--- src/rtl/multi_da_dds.sv ---
// Multi-channel DDS feeding parallel DACs.
// Each channel has a phase accumulator, a phase offset, an external synchronous
// waveform ROM, and an amplitude scaler. Configuration is written into shadow
// registers, and a global update pulse moves it into the active registers.
module multi_da_dds #(
  parameter int CH  = 2,
  parameter int CHW = 1,
  parameter int DW  = 10,
  parameter int AW  = 10,
  parameter int PW  = 32
) (
  input  logic             clk,
  input  logic             rst_n,
  input  logic             cfg_valid,
  output logic             cfg_ready,
  input  logic [CHW-1:0]   cfg_ch,
  input  logic             cfg_en,
  input  logic [PW-1:0]    cfg_ftw,
  input  logic [PW-1:0]    cfg_phase,
  input  logic [8:0]       cfg_amp,
  input  logic             cfg_update,
  input  logic             cfg_phase_rst,
  output logic             cfg_err,
  output logic [CH*AW-1:0] rom_addr,
  input  logic [CH*DW-1:0] rom_data,
  output logic             da_clk,
  output logic [CH*DW-1:0] da_data
);

  localparam logic [CHW:0]  CH_LIM = (CHW+1)'(CH);
  localparam logic [DW-1:0] MID    = {1'b1, {(DW-1){1'b0}}};

  // Amplitude above unity is clamped so the scaled sample cannot overflow.
  function automatic logic [8:0] sat_amp(input logic [8:0] amp);
    return (amp > 9'd256) ? 9'd256 : amp;
  endfunction

  // The offset-binary sample is converted to signed, multiplied by the
  // amplitude, and shifted arithmetically (floor). The result is then
  // converted back to offset binary.
  function automatic logic [DW-1:0] scale_sample(input logic [DW-1:0] raw,
                                                 input logic [8:0]    amp);
    logic signed [DW-1:0] s;
    logic signed [9:0]    a;
    s = signed'(raw ^ MID);
    a = signed'({1'b0, sat_amp(amp)});
    return DW'(((DW+10)'(s) * (DW+10)'(a)) >>> 8) ^ MID;
  endfunction

  // Top AW bits of the offset phase, with modulo-2^PW wrap.
  function automatic logic [AW-1:0] phase_to_addr(input logic [PW-1:0] acc_v,
                                                  input logic [PW-1:0] ofs);
    return AW'((acc_v + ofs) >> (PW - AW));
  endfunction

  logic          shd_en    [CH];
  logic [PW-1:0] shd_ftw   [CH];
  logic [PW-1:0] shd_phase [CH];
  logic [8:0]    shd_amp   [CH];
  logic          act_en    [CH];
  logic [PW-1:0] act_ftw   [CH];
  logic [PW-1:0] act_phase [CH];
  logic [8:0]    act_amp   [CH];
  logic [PW-1:0] acc       [CH];
  logic [AW-1:0] addr_p0   [CH];
  logic [8:0]    amp_p0    [CH];
  logic [8:0]    amp_p1    [CH];
  logic          vld_p0    [CH];
  logic          vld_p1    [CH];
  logic [DW-1:0] da_p2     [CH];

  logic wr_acc;
  logic wr_bad;

  assign wr_acc = cfg_valid && cfg_ready;
  assign wr_bad = ({1'b0, cfg_ch} >= CH_LIM);
  assign da_clk = ~clk;

  // Config handshake, shadow writes, and the global shadow-to-active copy.
  // A write never reaches the active registers in the same edge, so an
  // update that coincides with a write applies the old shadow value.
  always_ff @(posedge clk) begin
    if (!rst_n) begin
      cfg_ready <= 1'b1;
      cfg_err   <= 1'b0;
      for (int c = 0; c < CH; c++) begin
        shd_en[c]    <= 1'b0;
        shd_ftw[c]   <= '0;
        shd_phase[c] <= '0;
        shd_amp[c]   <= '0;
        act_en[c]    <= 1'b0;
        act_ftw[c]   <= '0;
        act_phase[c] <= '0;
        act_amp[c]   <= '0;
      end
    end else begin
      cfg_ready <= !wr_acc;
      if (wr_acc && wr_bad)
        cfg_err <= 1'b1;
      for (int c = 0; c < CH; c++) begin
        if (wr_acc && (cfg_ch == CHW'(c))) begin
          shd_en[c]    <= cfg_en;
          shd_ftw[c]   <= cfg_ftw;
          shd_phase[c] <= cfg_phase;
          shd_amp[c]   <= cfg_amp;
        end
        if (cfg_update) begin
          act_en[c]    <= shd_en[c];
          act_ftw[c]   <= shd_ftw[c];
          act_phase[c] <= shd_phase[c];
          act_amp[c]   <= shd_amp[c];
        end
      end
    end
  end

  // Phase accumulators. A global phase reset takes priority over
  // accumulation, and a disabled channel is held at zero.
  always_ff @(posedge clk) begin
    for (int c = 0; c < CH; c++) begin
      if (!rst_n || (cfg_update && cfg_phase_rst) || !act_en[c])
        acc[c] <= '0;
      else
        acc[c] <= acc[c] + act_ftw[c];
    end
  end

  // Stage p0: ROM address. Stage p1: ROM read. Stage p2: scaled DAC word.
  // The enable and amplitude travel with the sample to its output.
  always_ff @(posedge clk) begin
    for (int c = 0; c < CH; c++) begin
      if (!rst_n) begin
        addr_p0[c] <= '0;
        vld_p0[c]  <= 1'b0;
        amp_p0[c]  <= '0;
        vld_p1[c]  <= 1'b0;
        amp_p1[c]  <= '0;
        da_p2[c]   <= MID;
      end else begin
        addr_p0[c] <= phase_to_addr(acc[c], act_phase[c]);
        vld_p0[c]  <= act_en[c];
        amp_p0[c]  <= act_amp[c];
        vld_p1[c]  <= vld_p0[c];
        amp_p1[c]  <= amp_p0[c];
        da_p2[c]   <= vld_p1[c] ? scale_sample(rom_data[c*DW +: DW], amp_p1[c]) : MID;
      end
    end
  end

  // Pack the per-channel registers onto the flat output buses.
  always_comb begin
    rom_addr = '0;
    da_data  = '0;
    for (int c = 0; c < CH; c++) begin
      rom_addr[c*AW +: AW] = addr_p0[c];
      da_data[c*DW +: DW]  = da_p2[c];
    end
  end

endmodule

--- config.mk ---
export PLATFORM = sky130hd
export DESIGN_NAME = multi_da_dds
export DESIGN_NICKNAME = d
export VERILOG_FILES = /design/src/rtl/multi_da_dds.sv
export SDC_FILE = /design/constraint.sdc
export NUM_CORES = 1
export LEC_CHECK = 0
export ABC_AREA = 1
export ABC_CLOCK_PERIOD_IN_PS = 6550
export CORE_MARGIN = 5
export CORE_UTILIZATION = 56
export DETAILED_ROUTE_END_ITERATION = 8
export GPL_ROUTABILITY_DRIVEN = 0
export HOLD_SLACK_MARGIN = 0.1
export PLACE_DENSITY = 0.85
export SLEW_MARGIN = 20
export SYNTH_ARGS = -nofsm -noshare
export SYNTH_HDL_FRONTEND = slang
export SYNTH_SLANG_ARGS = --single-unit
--- constraint.sdc ---
create_clock -name clk -period 6.55 [get_ports clk]
set_clock_uncertainty 0.05 [all_clocks]
set_input_delay 0.655 -clock clk [delete_from_list [all_inputs] [get_ports clk]]
set_output_delay 0.655 -clock clk [all_outputs]
set_load 0.05 [all_outputs]
* After elaboration in Yosys (flattened, before gate mapping) *
Memory sizes are Yosys's and may differ from the RTL's.
Cells that the tools add are included.

word-level totals
  output and inout bits = 43
  input bits = 100
  memories kept = 15
  register bits after elaboration = 1
  memory bits (writable) = 440
  word-level logic and storage cells = 122

operators by class
  reductions and logical operators = 11
  $add $sub $neg = 4
  bitwise gates (word level) = 36
  multipliers = 2
  magnitude comparators = 2
  multiplexer cells = 51

memories
  name             words  width  read ports  clocked after Yosys merged registers in  wr ports  RTL line  text
  acc              2      32     2           0                                        2         64        logic [PW-1:0] acc [CH];
  act_ftw          2      32     2           0                                        2         61        logic [PW-1:0] act_ftw [CH];
  act_phase        2      32     2           0                                        2         62        logic [PW-1:0] act_phase [CH];
  shd_ftw          2      32     2           0                                        2         57        logic [PW-1:0] shd_ftw [CH];
  shd_phase        2      32     2           0                                        2         58        logic [PW-1:0] shd_phase [CH];
  addr_p0          2      10     2           0                                        2         65        logic [AW-1:0] addr_p0 [CH];
  9 more memories  n/a    n/a    n/a         n/a                                      n/a       n/a

operators by type and width
  cell                                        count
  two-way mux 32 bit                          10
  adder 32 bit                                4
  two-way mux 9 bit                           10
  two-way mux 10 bit                          6
  multiplier 10 x 10 -> 18 bit                2
  bitwise OR 1 bit                            30
  two-way mux 1 bit                           25
  > comparator 9 bit (second input constant)  2
  NOT 1 bit                                   6
  logical AND 1 bit                           4
  logical NOT 1 bit                           4
  logical OR 1 bit                            3

* Depth between registers and ports, before layout *
An unclocked memory read counts as a cell.

  word-level depth = 7
  mapped depth = 26
  gate-level depth less buffers = 26

==> summary.md <==
| Metric | Value |
|---|---|
| Yosys reg bits | `441` |
| First-pass DRT Iterations | `6` |
| Initial DRC Count | `2240` |
| Fmax | `0.177 GHz` |
| Final slew viol count | `0` |
| Finished Cell Area | `0.0317 mm2` |
| Crit end category | `flip-flop` |
| DRT antenna net count | `0` |
| Hold Slack | `between 0.3 and 0.4 ns` |
| Layout area overhead | `13.7%` |
| Antenna fix cells | `0` |
| Core area | `0.0492 mm2` |
| RSZ-0062 raised after global routing | `false` |
| Outcome | `complete, no violations` |
| Residual DRC | `0` |
| Starting density of the core | `0.568` |
| Post-synth EDFFs | `296` |
| Setup_tns | `0 ns` |
| Final hold violation count | `0` |
| Crit path DAT | `6.08 ns` |
| I/O pin count | `143` |
| First-pass GRT wire length | `109000 um` |
| Post-DP Area | `0.0301 mm2` |
| Worst Hold Class | `flip-flop to flip-flop` |
| Largest net degree at the start of global routing | `149` |
| Top-count cell post-synth | `inv_1` |
| Row count | `between 80 and 90` |
| Reg clk slew, reported paths | `0.06 ns` |
| WS Path Type | `flip-flop to flip-flop` |
| Longest Clk Path Bufs | `3` |
| Die width | `233 um` |
| Hold buffer count at cts | `0` |
| Mapped Avg Cell Area | `8.51 um2` |
| Vias/cell | `5.39` |
| Max VDD drop | `0.272 mV` |
| Lkg Pwr | `15.5 nW` |
| Synth unique cells | `53` |
| Slew @ Worst Pin | `1.03 ns` |
| Required @ worst endpoint | `6.97 ns` |
| Htree depth | `2` |
| DP HPWL | `a little over 50000 um` |
| Synth warn | `0` |
| Min cycle time layout | `roughly 5.7 ns` |
| Non-Filler Instances | `roughly 4100` |
| Main flop type after synthesis | `edfxtp_1` |
| Worst Path Max Fanout | `8` |
| Pwr dens | `216 mW/mm2` |
| Max-cap violation count | `0` |
| CTS buffer count | `46` |
| GR Util All Layers | `0.250` |
| Mapped Nets | `about 3700` |
| Share of the synthesized area in the top cell type | `0.319` |
| Synth area leader | `edfxtp_1` |
| Post-synthesis cell area | `about 0.028 mm2` |
| Synth cell count leaders | `696 x inv_1, 557 x nand2_1, 530 x nor2_1` |
| Fraction of layout cells with a size suffix above 1 | `0.0358` |
| Crit path launch type | `flip-flop` |
| Routed wire length | `67600 um` |
| Sequential area share after synthesis | `0.423` |
| Vias in the first global route | `22100` |
| Fraction of registers with async set/reset | `0` |
| Vias | `22300` |
| Setup Viol. Count Final | `0` |
| Die ar. | `about 0.054 mm2` |
| Post-CTS Resized | `0` |
| IO Port Bufs | `141` |
| Util after Layout | `0.645` |
| Gate Count Post-Synth | `3280` |
| CTS tree | `built` |
| Detailed-route wire length per cell | `16.4 um` |
| Tot Pwr | `6.84 mW` |
| Placed cell count | `4046` |
| NumNets Final | `~3900` |
| Clk_lat worst skew | `around 0.6 ns` |
| Initial antenna violation count | `1` |
| Setup Slack @ Placement | `0.721 ns` |
| Final WS setup | `0.889 ns` |
| CTS root buf | `clkbuf_16` |
| Die Ht | `233 um` |
| Post-CTS Setup Bufs | `0` |
| GRT overflow | `0` |
| Normalized max-slew margin | `0.316` |
| Top cells by area, synth | `edfxtp_1 32%, fa_1 10%, dfxtp_1 10%, inv_1 9.4%, ha_1 8.9%` |
| Period utilization | `0.864` |
## layout make-up
cell class	instances	area, um2
clock buffer	66	1340
clock inverter	22	325
fill	3838	17400
inverter	700	2630
multi-input combinational	2092	13300
sequential	441	11800
tap	664	831
timing repair buffer	147	1460
## report_power, final
part	internal (mW)	total [mW]	switching, mW
Combinational	0.260	0.770	0.510
Sequential	3.14	3.20	0.0631
Clock	1.72	2.87	1.15
## routing by layer
layer  track usage  part of all wire  vias up
li1              -                 -    10700
met2         0.408              0.46     1078
met1         0.319              0.40    10200
met3        0.0500             0.085      262
met4         0.125             0.058        2
met5             0           0.00010        -
## placed cells by master (no fill, tap or decap), drive strengths merged
master | synthesis | layout
nand3b | 5 | 5
clkbuf | 31 | 65
a21boi | 10 | 10
and3 | 1 | 1
inv | 698 | 703
fa | 146 | 146
o221ai | 2 | 2
o21a | 32 | 32
nand4 | 21 | 21
nand3 | 81 | 81
o211a | 2 | 2
o21ai | 130 | 130
nor3 | 31 | 31
ha | 198 | 198
a21oi | 228 | 228
o31ai | 4 | 4
a21o | 29 | 29
buf | 15 | 8
nor2 | 539 | 539
a211oi | 3 | 3
nor3b | 1 | 1
nor4 | 9 | 9
xor2 | 6 | 6
clkinvlp | 0 | 1
bufinv | 0 | 7
clkdlybuf4s50 | 0 | 140
xnor2 | 9 | 9
edfxtp | 296 | 296
o211ai | 3 | 3
conb | 1 | 1
nand2 | 565 | 565
a221oi | 1 | 1
dfxtp | 145 | 145
or2 | 2 | 2
and2 | 1 | 1
o21bai | 13 | 13
a31oi | 19 | 19
clkinv | 3 | 11
## worst paths after layout
check,slack [ns],endpoint,cells past startpoint,from
setup / recovery,0.89,da_p2[1][9],21,amp_p1[1][7]
hold / removal,0.36,amp_p1[0][2],2,amp_p0[0][2]
setup reg to reg,0.89,da_p2[1][9],21,amp_p1[1][7]
hold reg to reg,0.36,amp_p1[0][2],2,amp_p0[0][2]
## cell families (layout without fill, tap and decap cells)
kind of cell | Yosys count | in the layout | share of synthesized area
AOI/OAI and AO/OA | 476 | 476 | 0.0975
xor gates and xnor gates | 15 | 15 | 0.00471
adders and majority gates | 344 | 344 | 0.194
buffers and inverters | 747 | 935 | 0.101
DFF | 441 | 441 | 0.423
other | 1 | 1 | 0.000134
and+or+nand+nor | 1256 | 1256 | 0.180
## worst max-delay path, cell delays in order (launching register included)
cell	delay [ns]
dfxtp_1	0.36
nor2_1	0.10
nand2_1	0.09
o21ai_4	0.24
nand2_1	0.15
inv_1	0.28
nand2_1	0.18
fa_1	0.62
fa_1	0.53
inv_1	0.05
fa_1	0.50
fa_1	0.54
inv_1	0.05
fa_1	0.53
inv_1	0.04
ha_1	0.34
a21oi_1	0.20
o21ai_0	0.17
a211oi_1	0.32
nand2_1	0.08
nand2_1	0.07
nand3_2	0.05
## state kept, by name, indices dropped and copies added, names as in the netlist, 20 cells and up
name,flops
da_p2,20
act_phase,64
addr_p0,20
shd_phase,64
acc,64
act_ftw,64
shd_ftw,64
Note: power is estimated with default switching activity, not from simulation.
